--- src/rtl/free_list_mw_pkg.sv ---
// Shared rename-stage types and sizing for the multi-port free list.
// No logic; latency and backpressure are defined by the users of these types.
package free_list_mw_pkg;

    localparam int PREGS     = 64;
    localparam int PHYS_REGS = PREGS;
    localparam int PREG_W    = $clog2(PREGS);
    localparam int ARCH_REGS = 32;
    localparam int ALLOC_W   = 2;
    localparam int FREE_W    = 2;
    localparam int NUM_CKPT  = 4;
    localparam int CKPT_W    = $clog2(NUM_CKPT);

    typedef logic [PREG_W-1:0] preg_t;
    // Extra MSB is the wrap bit, so full and empty are distinguishable.
    typedef logic [PREG_W:0]   ptr_t;
    typedef logic [CKPT_W-1:0] ckpt_id_t;

    function automatic ptr_t lane_count(input logic [31:0] mask, input int lanes);
        ptr_t n;
        n = '0;
        for (int i = 0; i < lanes; i++) begin
            if (mask[i]) n = n + ptr_t'(1);
        end
        return n;
    endfunction

endpackage

--- src/rtl/free_list_mw_if.sv ---
// Rename/commit-facing bundle of the free list: alloc lanes, free lanes, checkpoints.
// Pure wiring; alloc_ready is the only backpressure and it is all-or-nothing.
interface free_list_mw_if;
    import free_list_mw_pkg::*;

    logic [ALLOC_W-1:0]  alloc_req;
    preg_t [ALLOC_W-1:0] alloc_phys;
    logic                alloc_ready;
    logic [FREE_W-1:0]   free_en;
    preg_t [FREE_W-1:0]  free_phys;
    logic                ckpt_save;
    ckpt_id_t            ckpt_save_id;
    logic                ckpt_restore;
    ckpt_id_t            ckpt_restore_id;
    ptr_t                free_count;
    logic                overflow_err;

    modport master (
        output alloc_req, free_en, free_phys,
        output ckpt_save, ckpt_save_id, ckpt_restore, ckpt_restore_id,
        input  alloc_phys, alloc_ready, free_count, overflow_err
    );

    modport slave (
        input  alloc_req, free_en, free_phys,
        input  ckpt_save, ckpt_save_id, ckpt_restore, ckpt_restore_id,
        output alloc_phys, alloc_ready, free_count, overflow_err
    );

endinterface

--- src/rtl/free_list_ckpt_file.sv ---
// Head-pointer snapshot slots: one write port, combinational read port.
// Write lands at the clock edge; read is same-cycle; never stalls.
module free_list_ckpt_file
    import free_list_mw_pkg::*;
(
    input  logic     clk,
    input  logic     reset,
    input  logic     wr_en,
    input  ckpt_id_t wr_id,
    input  ptr_t     wr_ptr,
    input  ckpt_id_t rd_id,
    output ptr_t     rd_ptr
);

    ptr_t slots [NUM_CKPT];

    always_ff @(posedge clk) begin
        if (reset) begin
            for (int i = 0; i < NUM_CKPT; i++) slots[i] <= '0;
        end else if (wr_en) begin
            slots[wr_id] <= wr_ptr;
        end
    end

    assign rd_ptr = slots[rd_id];

endmodule

--- src/rtl/free_list_mw.sv ---
// Multi-port circular free list of physical registers with head checkpoints.
// Alloc/free visible next cycle; alloc_ready gates all lanes together, overflowing frees are dropped.
module free_list_mw
    import free_list_mw_pkg::*;
(
    input  logic           clk,
    input  logic           reset,
    free_list_mw_if.slave  fl
);

    preg_t fifo [PHYS_REGS];
    ptr_t  head, tail;
    ptr_t  free_count_q;
    logic  overflow_err_q;

    ptr_t  count, alloc_n, free_n;
    ptr_t  head_after_alloc, head_nxt, tail_nxt, ckpt_rd;
    ptr_t  alloc_off, free_off;
    logic  alloc_fire, free_ok;
    preg_t [ALLOC_W-1:0] peek;
    preg_t wr_idx [FREE_W];

    assign count   = tail - head;
    assign alloc_n = lane_count(32'(fl.alloc_req), ALLOC_W);
    assign free_n  = lane_count(32'(fl.free_en), FREE_W);

    // Readiness uses the registered occupancy only; same-cycle frees are not bypassed.
    assign fl.alloc_ready    = (alloc_n <= count);
    assign alloc_fire        = fl.alloc_ready && (|fl.alloc_req) && !fl.ckpt_restore;
    assign head_after_alloc  = alloc_fire ? (head + alloc_n) : head;
    assign head_nxt          = fl.ckpt_restore ? ckpt_rd : head_after_alloc;

    // One extra bit so a full list plus a free group cannot wrap the compare.
    assign free_ok  = ({1'b0, count} + {1'b0, free_n}) <= (PREG_W+2)'(PHYS_REGS);
    assign tail_nxt = free_ok ? (tail + free_n) : tail;

    // Requesting lanes are packed in lane order; idle lanes show head+i.
    always_comb begin
        alloc_off = '0;
        peek      = '0;
        for (int i = 0; i < ALLOC_W; i++) begin
            if (fl.alloc_req[i]) begin
                peek[i]   = fifo[preg_t'(head + alloc_off)];
                alloc_off = alloc_off + ptr_t'(1);
            end else begin
                peek[i]   = fifo[preg_t'(head + ptr_t'(i))];
            end
        end
    end

    always_comb begin
        free_off = '0;
        for (int j = 0; j < FREE_W; j++) begin
            wr_idx[j] = preg_t'(tail + free_off);
            if (fl.free_en[j]) free_off = free_off + ptr_t'(1);
        end
    end

    always_ff @(posedge clk) begin
        if (reset) begin
            for (int i = 0; i < PHYS_REGS; i++) begin
                fifo[i] <= (i < PHYS_REGS - ARCH_REGS) ? preg_t'(ARCH_REGS + i) : '0;
            end
            head           <= '0;
            tail           <= ptr_t'(PHYS_REGS - ARCH_REGS);
            free_count_q   <= ptr_t'(PHYS_REGS - ARCH_REGS);
            overflow_err_q <= 1'b0;
        end else begin
            head         <= head_nxt;
            tail         <= tail_nxt;
            free_count_q <= tail_nxt - head_nxt;
            if (!free_ok) overflow_err_q <= 1'b1;
            if (free_ok) begin
                for (int j = 0; j < FREE_W; j++) begin
                    if (fl.free_en[j]) fifo[wr_idx[j]] <= fl.free_phys[j];
                end
            end
        end
    end

    // A restore wins over a save issued in the same cycle.
    free_list_ckpt_file u_ckpt (
        .clk    (clk),
        .reset  (reset),
        .wr_en  (fl.ckpt_save && !fl.ckpt_restore),
        .wr_id  (fl.ckpt_save_id),
        .wr_ptr (head_after_alloc),
        .rd_id  (fl.ckpt_restore_id),
        .rd_ptr (ckpt_rd)
    );

    assign fl.alloc_phys   = peek;
    assign fl.free_count   = free_count_q;
    assign fl.overflow_err = overflow_err_q;

endmodule

--- src/flat_wrapper.sv ---
// flat-port wrapper written by rule: the top's interface ports become plain ports
module free_list_mw_flat import free_list_mw_pkg::*;
  (clk, reset, fl_alloc_req, fl_free_en, fl_free_phys, fl_ckpt_save, fl_ckpt_save_id, fl_ckpt_restore, fl_ckpt_restore_id, fl_alloc_phys, fl_alloc_ready, fl_free_count, fl_overflow_err);
  free_list_mw_if fl_i ();
  input  logic clk;
  input  logic reset;
  input wire logic [$bits(fl_i.alloc_req)-1:0] fl_alloc_req;
  input wire logic [$bits(fl_i.free_en)-1:0] fl_free_en;
  input wire logic [$bits(fl_i.free_phys)-1:0] fl_free_phys;
  input wire logic [$bits(fl_i.ckpt_save)-1:0] fl_ckpt_save;
  input wire logic [$bits(fl_i.ckpt_save_id)-1:0] fl_ckpt_save_id;
  input wire logic [$bits(fl_i.ckpt_restore)-1:0] fl_ckpt_restore;
  input wire logic [$bits(fl_i.ckpt_restore_id)-1:0] fl_ckpt_restore_id;
  output wire logic [$bits(fl_i.alloc_phys)-1:0] fl_alloc_phys;
  output wire logic [$bits(fl_i.alloc_ready)-1:0] fl_alloc_ready;
  output wire logic [$bits(fl_i.free_count)-1:0] fl_free_count;
  output wire logic [$bits(fl_i.overflow_err)-1:0] fl_overflow_err;
  assign fl_i.alloc_req = fl_alloc_req;
  assign fl_i.free_en = fl_free_en;
  assign fl_i.free_phys = fl_free_phys;
  assign fl_i.ckpt_save = fl_ckpt_save;
  assign fl_i.ckpt_save_id = fl_ckpt_save_id;
  assign fl_i.ckpt_restore = fl_ckpt_restore;
  assign fl_i.ckpt_restore_id = fl_ckpt_restore_id;
  assign fl_alloc_phys = fl_i.alloc_phys;
  assign fl_alloc_ready = fl_i.alloc_ready;
  assign fl_free_count = fl_i.free_count;
  assign fl_overflow_err = fl_i.overflow_err;
  free_list_mw u_core (.clk(clk), .reset(reset), .fl(fl_i));
endmodule
--- config.mk ---
export PLATFORM = sky130hd
export DESIGN_NAME = free_list_mw_flat
export DESIGN_NICKNAME = d
export VERILOG_FILES = /design/src/rtl/free_list_mw_pkg.sv /design/src/rtl/free_list_mw_if.sv /design/src/rtl/free_list_ckpt_file.sv /design/src/rtl/free_list_mw.sv /design/src/flat_wrapper.sv
export SDC_FILE = /design/constraint.sdc
export NUM_CORES = 1
export LEC_CHECK = 0
export BUFFER_PORTS_ARGS = -buffer_cell sky130_fd_sc_hd__buf_2
export CAP_MARGIN = 20
export CORE_MARGIN = 2
export CORE_UTILIZATION = 50
export CTS_CLUSTER_DIAMETER = 30
export DETAILED_ROUTE_END_ITERATION = 16
export PLACE_DENSITY = 0.66
export SLEW_MARGIN = 10
export SYNTH_ARGS = -nofsm -noshare
export SYNTH_HDL_FRONTEND = slang
export SYNTH_SLANG_ARGS = --single-unit
--- constraint.sdc ---
create_clock -name clk -period 7.5 [get_ports clk]
set_input_delay 0.75 -clock clk [delete_from_list [all_inputs] [get_ports clk]]
set_output_delay 0.75 -clock clk [all_outputs]
set_load 0.02 [all_outputs]
Yosys cells after proc, flatten, opt, wreduce, memory -nomap -nowiden
Memory sizes are Yosys's and may differ from the RTL's. A register that Yosys moved wholly into a read port is not among the register bits.
Cells that the tools add are included.
- $add $sub $neg: 10
- $mul: 0
- divide/modulo/power cells: 0
- order comparisons: 2
- equal/unequal tests: 0
- shift operators: 0
- multiplexer cells: 31
- bitwise logic cells: 0
- reductions and logical operators: 8
- operator list (operator ; number):
    $mux W7 ; 6
    $mux W6 ; 6
    $mux W1 ; 18
    $add A7 B7 Y7 ; 2
    $sub A7 B7 Y7 ; 2
    $add A6 B1 Y6 ; 2
    $reduce_or A6 Y1 ; 2
    $add A7 B7 Y8 ; 1
    $le A8 B7 Y1 const B ; 1
    $le A7 B7 Y1 ; 1
    $reduce_or A7 Y1 ; 1
    $add A6 B1 Y6 const B ; 1
    $add A1 B1 Y2 const B ; 2
    $logic_and A1 B1 Y1 ; 3
    $mux W2 ; 1
    $reduce_or A2 Y1 ; 1
    $logic_not A1 Y1 ; 1
- bits in registers: 22
- latch bits: 0
- memory bits (writable): 412
- bits in read-only memories: 0
- input bits: 24
- word-level logic and storage cells: 57
- memories: 2
- memories (memory ; depth ; bits a word ; read ports ; clocked after memory_dff ; write ports ; line ; source):
    u_core.fifo ; 64 ; 6 ; 3 ; 1 ; 64 ; free_list_mw.sv:11 ; preg_t fifo [PHYS_REGS];
    u_core.u_ckpt.slots ; 4 ; 7 ; 1 ; 0 ; 4 ; free_list_ckpt_file.sv:15 ; ptr_t slots [NUM_CKPT];

Logic depth before layout (Yosys ltp)
Gate-level depths: netlist of the first run.
- depth after elaboration: 10
- depth in mapped cells: 23

Hierarchy
From an unflattened synthesis of the first run, not the netlist that was laid out.
- cell total of the unflattened synthesis: 2531
- area, all modules: 31487.7 µm²
- by module, submodules not included (module ; times used ; cells each ; area each (µm²) ; sequential area each (µm²)):
    free_list_mw ; 1 ; 2455 ; 30176.4 ; 11971.5
    free_list_ckpt_file ; 1 ; 76 ; 1311.3 ; 840.8

Worst setup path after synthesis of the first run
OpenSTA, ideal clock, no wires.
- kind: register -> register
- from: register u_core.head[1]
- to: register u_core.free_count_q[6], in the netlist u_core.fl.free_count[6]
- library setup time: 67 ps
- arrival time: 5054 ps
- required time: 7433 ps
- slack: 2379 ps
- cell stages (with the launch flop): 23
- path buffers: 3
- cells stage by stage: dfxtp_1 -> clkbuf_1 -> buf_1 -> inv_1 -> fa_1 -> inv_1 -> fa_1 -> or3b_1 -> a21oi_1 -> nand3_1 -> and3_1 -> nor2_8 -> buf_6 -> mux2i_1 -> ha_1 -> fa_1 -> inv_1 -> a21o_1 -> o21ai_0 -> nand2b_1 -> a21oi_1 -> or3_1 -> a21oi_2
- cells in the longest elaborated chain, start to end: 7
- elaborated cells between the ends (all ways): 11
- ends and longest elaborated chain (item ; line ; source):
    start: declaration ; free_list_mw.sv:12 ; ptr_t head, tail;
    start signal: assignment ; free_list_mw.sv:69 ; head <= head_nxt;
    parallel branches: the longest is 6 deep, another holds $add A7 B7 Y8 ; n/a ;
    $sub A7 B7 Y7 (*) ; free_list_mw.sv:71 ; free_count_q <= tail_nxt - head_nxt;
    end signal: assignment ; free_list_mw.sv:66 ; free_count_q <= ptr_t'(PHYS_REGS - ARCH_REGS);
    end signal: assignment ; free_list_mw.sv:71 ;
    end: declaration ; free_list_mw.sv:13 ; ptr_t free_count_q;
Mark *: on every way between the ends.
A chain may end at the register's enable or synchronous reset.

Final worst setup path of the first run
- from: register u_core.head[0]
- to: output fl_alloc_phys[11]
- cells in the longest elaborated chain, start to end: 3
- elaborated cells between the ends (all ways): 4
- ends and longest elaborated chain (item ; line ; source):
    $add A6 B1 Y6, on equally long branches ; free_list_mw.sv:46, free_list_mw.sv:43 ;
    $mem_v2 Z64 W6 (*) ; n/a ;
    $mux W6 (*) ; free_list_mw.sv:42 ; if (fl.alloc_req[i]) begin
    end: declaration ; flat_wrapper.sv:14 ; output wire logic [$bits(fl_i.alloc_phys)-1:0] fl_alloc_phys;
Mark *: on every way between the ends. The rest lies on a longest branch, timed or not.

==> metrics.txt, run 1 <==
Max FO, Critical Path=139; DIE HEIGHT=248 um; routability congestion estimate=about 0.96; period utilization=about 75%; Relative slew margins=approximately a quarter; LEAKAGE=0.0104 uW; P_int=roughly 6300 uW; Synth Warn #=0; post-synthesis sequential area ratio=between 40% and 50%; Skew-Pair Late Insertion Delay=640 ps; Util after Layout=57.4%; final worst slack=1900 ps; max layer used=met5; initial antenna violation count=10; DR vias=23100; Core Box Area=between 50000 and 60000 um^2; met2 wire len=47600 um; most used cell, CP=mux4_2; Final Hold Viols=0; IR drop worst, VDD=207 uV; DRT iter0 DRCs=3940; Net Sw Frac=29.9%; Yosys reg bits=434; Vias per Instance=8.00; CTS HTree Levels=3; ys flop type=edfxtp_1; Post-synth EDFFs=412; hold_buf cts=0; Netlist Area Pre-Place=29800 um^2; TNS Setup=0 ps; sw power=2690 uW; CP required=6750 ps; layout cells sized above 1=35.8%; syn_nets=2124; CTS tree=yes; final max-slew violation count=0; Die W=about 250 um; CP max-delay cell=ha_4; total track usage=35.7%; Synth async-reset ratio=0%; remaining antenna violation count=0; Syn Inst Count=2067; Initial Util=50.6%; Comb pwr share=21.2%; wire length per cell=roughly 38 um; worst path arrival time=4850 ps; final worst path period need=5600 ps; Layout Nets=2092; most common cell after layout, fill and taps aside=edfxtp_1; Total Routed Length=about 110000 um; Critical Path Max Stage Delay=680 ps; clk buf depth=3; Clock power frac=46.9%; Fill cells=about 4500; synth unique cells=76; num rows=89; met3 wire length=between 15000 and 20000 um; Max Clock Freq=0.178 GHz; status=completed; DPL Wire Length=72300 um; worst path cell trace=buf_12, ha_4, buf_12, mux4_2, mux4_2, mux4_2, nand2_1, nand2_1, buf_2; Multi-input gate area=16100 um^2; clock skew=between 20 and 25 ps; Port-buffer cells=44; clk root buf=clkbuf_16; CTS sink count=434; remaining routing DRC violations=0; unrepaired setup endpoints after global routing=no; CTS clk-pin slew, worst paths=approximately 50 ps; # setup viols final=0; Pre-Repair DR Iteration Count=6; leading cell types in the layout, fill and taps excluded=412 x edfxtp_1, 385 x mux4_2, 207 x a22o_1, 134 x nor2_1, 103 x nand2_1; worst min path class=in2reg; global-route wire length before repair=157000 um; Synth Area per Inst=14.4 um^2; register area=12800 um^2; vias in the first global route=22000; Die Area=61700 um^2; setup repair bufs after CTS=0; Hold Slack=504 ps; io pins=45; WS Path Type=reg2out; Critical Path Sink Type=primary output; power per cell area=approximately 270 nW/um^2; P&R area growth vs syn=13.6%; wl on met1=35700 um; Slew @ Worst Pin=approximately 1100 ps; total global routing overflow=0; maxcap violations=0; Num CTS Buffers=90; sequential power share=31.9%; largest net degree at the start of global routing=140; CP Launch Type=flip-flop; cts repair resizes=0; Post-Place Setup Slack=2250 ps
cell families after synthesis:
group	after synthesis	synth area share [%]
adder cells (fa/ha/maj)	33	1.51
flip-flops	434	42.9
XOR/XNOR	27	0.792
AO/OA/AOI/OAI	485	13.0
multiplexers	388	29.2
buffers and inverters	253	3.50
AND/OR/NAND/NOR	447	9.10
cell type report:
class                   instances  share of cell area (%)
multi-input cells            1380                    47.4
flip-flops and latches        434                    37.8
clock buffers                  99                    6.93
well taps                     773                    2.85
clock inverters                66                    2.46
repair buffers                 93                    2.07
inverters                      36                   0.399
diodes                          3                  0.0222
critical path: cells and delay by family, from the launching register on:
kind          cells  cell delay, ps
flops             1             420
fa+ha+maj         1             680
simple gates      2             160
buf+inv           3            1170
mux               3            1670
Yosys cell counts (6+ instances only):
master    instances  area (um^2)
a21oi_1          20          100
a22o_1          207         1810
a22oi_1          75          563
and2_1            6         37.5
and3_1            6         37.5
buf_1            39          146
buf_2            15         75.1
buf_6             6         67.6
clkbuf_1        151          567
clkinv_1          6         22.5
dfxtp_1          22          440
edfxtp_1        412        12400
ha_1             28          350
inv_1            29          109
mux4_2          385         8670
nand2_1         103          387
nand2_2           9         56.3
nand2b_1         10         62.6
nand3_1          15         75.1
nand3_4           6          105
nor2_1          134          503
nor2_2           13         81.3
nor2_4           13          146
nor2b_1           7         43.8
nor3_1           25          125
nor3_2           20          200
nor3_4           23          374
o211ai_1         13         97.6
o21ai_0          11         55.1
o221ai_1         34          298
o22a_1           33          289
o22ai_1          68          425
or3_1            26          163
xnor2_1          18          158
xor2_1            9         78.8
power groups by stage:
stage                     Combinational (uW)  Sequential (uW)  Clock, uW
after floorplan                         1260             2870          0
after global placement                  1820             2910          0
after detailed placement                1840             2910          0
after CTS                               1850             2870       4210
after global routing                    1970             2880       4330
final                                   1910             2870       4220
metal layers:
layer / vias to the layer above / track usage, %
met5: - / 0
met4: 16 / 21.0
met3: 484 / 13.0
met2: 2228 / 53.0
met1: 11500 / 45.2
li1: 8813 / -
sequential cells by signal, indices dropped and copies added (netlist names), named ones only:
register,flops
u_core.fl.free_count,7
u_core.u_ckpt.slots,28
u_core.fifo,384
u_core.head,7
u_core.tail,6
u_core.fl.overflow_err,1
stage by stage:
stage / instance area [um^2] / cells / total power (uW)
2_1_floorplan: 29800 / 2067 / 4130
3_3_place_gp: 30600 / 2711 / 4720
5_1_grt: 33900 / 2881 / 9180
3_5_place_dp: 30700 / 2715 / 4750
6_report: 33900 / 2884 / 9000
4_1_cts: 33900 / 2880 / 8930
final timing paths:
| path | from | endpoint | slack, ps | cells after the start |
|---|---|---|---|---|
| worst max register to register | u_core.tail[0] | u_core.fifo[23][2] | 2220 | 14 |
| worst max-delay path | u_core.head[0] | fl_alloc_phys[11] | 1900 | 9 |
| worst min-delay path | reset | u_core.fl.free_count[1] | 500 | 2 |
| worst min register to register | u_core.fl.overflow_err | u_core.fl.overflow_err | 560 | 2 |
(Power assumes the default switching activity.)
==> run 2, diff against run 1 <==
Clock period 7.5 ns to 5.31 ns, I/O delays scaled along.
==> run 2 against run 1 <==
Non-clock buffer count is 32 higher. Sequential power is 40% higher. Global-route usage is 0.080 points higher. Final area is 1.6% higher. Combinational power grew 48%. Hold slack got worse by 170 ps. Count of clock-buffer cells in the layout increased by 4. Via count up 0.70%. Clock skew increased by 3.6 ps.
==> metrics.txt, run 2 (synthesis results as in run 1) <==
status=completed; LEAKAGE=0.0107 uW (+2.7%); top flop regs=u_core.fifo: 384 flops, u_core.u_ckpt.slots: 28 flops; Post-Place Setup Slack=653 ps (-1600 ps); TNS Setup=0 ps (unchanged); WS Path Type=reg2out; total global routing overflow=0 (unchanged); final worst slack=219 ps (-1680 ps); Core Box Area=59000 um^2 (unchanged); worst path cell trace=buf_12, ha_4, buf_12, mux4_2, mux4_2, mux4_2, nand2_1, nand2_1, buf_2; Hold Crit Depth=3 (+1); Largest Register=u_core.fifo; clk root buf=clkbuf_16; final max-slew violation count=0 (unchanged); period utilization=95.9%; CP required=4780 ps (-1970 ps); most common cell after layout, fill and taps aside=edfxtp_1; Skew-Pair Late Insertion Delay=670 ps (+30 ps); Critical Path Sink Type=primary output; remaining antenna violation count=0 (unchanged); global-route wire length before repair=157000 um (+0.19%); DPL Wire Length=73300 um (+1.4%); clock skew=25.7 ps (+3.63 ps); Max FO, Critical Path=102 (-27%); wire length per cell=37.3 um (-0.95%); cts repair resizes=0 (unchanged); layout cells sized above 1=37.1% (+1.3 points); routability congestion estimate=0.993 (+3.4%); Layout Nets=2132 (+1.9%); DR vias=23200 (+0.70%); clk buf depth=3 (unchanged); worst path arrival time=4560 ps (-290 ps); leading cell types in the layout, fill and taps excluded=412 x edfxtp_1, 385 x mux4_2, 207 x a22o_1, 134 x nor2_1, 103 x nand2_1; vias in the first global route=21900 (-0.33%); # setup viols final=0 (unchanged); initial antenna violation count=9 (-1); register area=12800 um^2 (unchanged); CTS sink count=434 (unchanged); remaining routing DRC violations=0 (unchanged); unrepaired setup endpoints after global routing=no; hold_buf cts=0 (unchanged); CP max-delay cell=mux4_2; largest net degree at the start of global routing=127 (-9.3%); Die Area=61700 um^2 (unchanged); Largest delay share family, worst path=multiplexers; Critical Path Max Stage Delay=610 ps (-70 ps); final worst path period need=5090 ps; CTS clk-pin slew, worst paths=50 ps (about the same); num rows=89 (unchanged); CP Launch Type=flip-flop; Slew @ Worst Pin=1060 ps (-55.0 ps); Pre-Repair DR Iteration Count=6 (unchanged); worst min path class=in2reg; power per cell area=380 nW/um^2 (+43%); Vias per Instance=7.91 (-1.0%); Num CTS Buffers=98 (+8.9%); Final Hold Viols=0 (unchanged); CTS HTree Levels=3 (unchanged); Relative slew margins=29.0% (+4.2 points); Max Clock Freq=0.196 GHz; Initial Util=50.6% (unchanged); most used cell, CP=mux4_2; number of flip-flops under the largest register name=384 (unchanged); DIE HEIGHT=248 um (unchanged); CP Buf/Inv Count=3 (unchanged); Die W=248 um (unchanged); critical path depth in cells=9 (unchanged); DRT iter0 DRCs=3780 (-4.1%); Multi-input gate area=16100 um^2 (about the same); io pins=45 (unchanged); Port-buffer cells=44 (unchanged); worst r2r path cells=22 (+8); total track usage=35.8% (+0.080 points); IR drop worst, VDD=304 uV (+47%); P&R area growth vs syn=15.4%; Fill cells=4419 (-2.2%); maxcap violations=0 (unchanged); Total Routed Length=109000 um (+0.80%); setup repair bufs after CTS=0 (unchanged); CTS tree=yes
==> run 2: changes by cell type in the layout (fill, tap and decap cells not counted), moves of 2 or more <==
cell,delta
buf_12,+8
buf_4,+25
bufinv_16,-2
clkbuf_16,+6
clkbuf_8,-2
clkinv_1,+3
clkinv_4,+8
inv_16,+2
inv_6,+4
==> run 2: path summary, 6_finish.rpt <==
| check | to | start | slack, ps |
|---|---|---|---|
| setup / recovery | fl_alloc_phys[7] | u_core.head[1] | 220 |
| hold / removal | u_core.head[6] | fl_ckpt_restore | 330 |
| setup reg to reg | u_core.fl.free_count[6] | u_core.tail[0] | 630 |
| hold reg to reg | u_core.fl.overflow_err | u_core.fl.overflow_err | 550 |
==> run 2: per-layer routing <==
layer	vias to the layer above	share of wire [%]	global-route usage, %
met1	11700	33	44.2
met4	12	7.2	22.1
met5	-	0.080	0
met2	2147	45	54.3
met3	434	15	12.3
li1	8902	-	-
==> run 2: area by class of cell <==
type | instances | share of cell area (%)
inverters | 36 | 0.392
diodes | 4 | 0.0291
multi-input cells | 1380 | 46.6
flip-flops and latches | 434 | 37.2
clock buffers | 103 | 7.17
clock inverters | 80 | 2.77
well taps | 773 | 2.81
repair buffers | 125 | 2.96
==> run 2: tightest hold or removal path, delay by kind of cell <==
kind,cells,cell delay (ps)
buffers and inverters,1,190
AO/OA/AOI/OAI,1,130
AND/OR/NAND/NOR,1,80
==> run 2: through the flow <==
stage	util, %	instances	hold slack (ps)	area, um^2	total power, uW
2_1_floorplan	-	2067	542	29800	5830
3_3_place_gp	52.4	2744	526	30900	6760
3_5_place_dp	52.5	2748	568	31000	6800
4_1_cts	58.4	2931	334	34400	13000
5_1_grt	58.4	2931	400	34400	13400
6_report	58.4	2935	334	34400	13100
==> run 2: power breakdown <==
group / total, uW / switching [uW] / leakage, uW / internal, uW
Sequential: 4020 / 113 / 0.00404 / 3900
Combinational: 2820 / 1710 / 0.00501 / 1110
Clock: 6250 / 2180 / 0.00164 / 4070
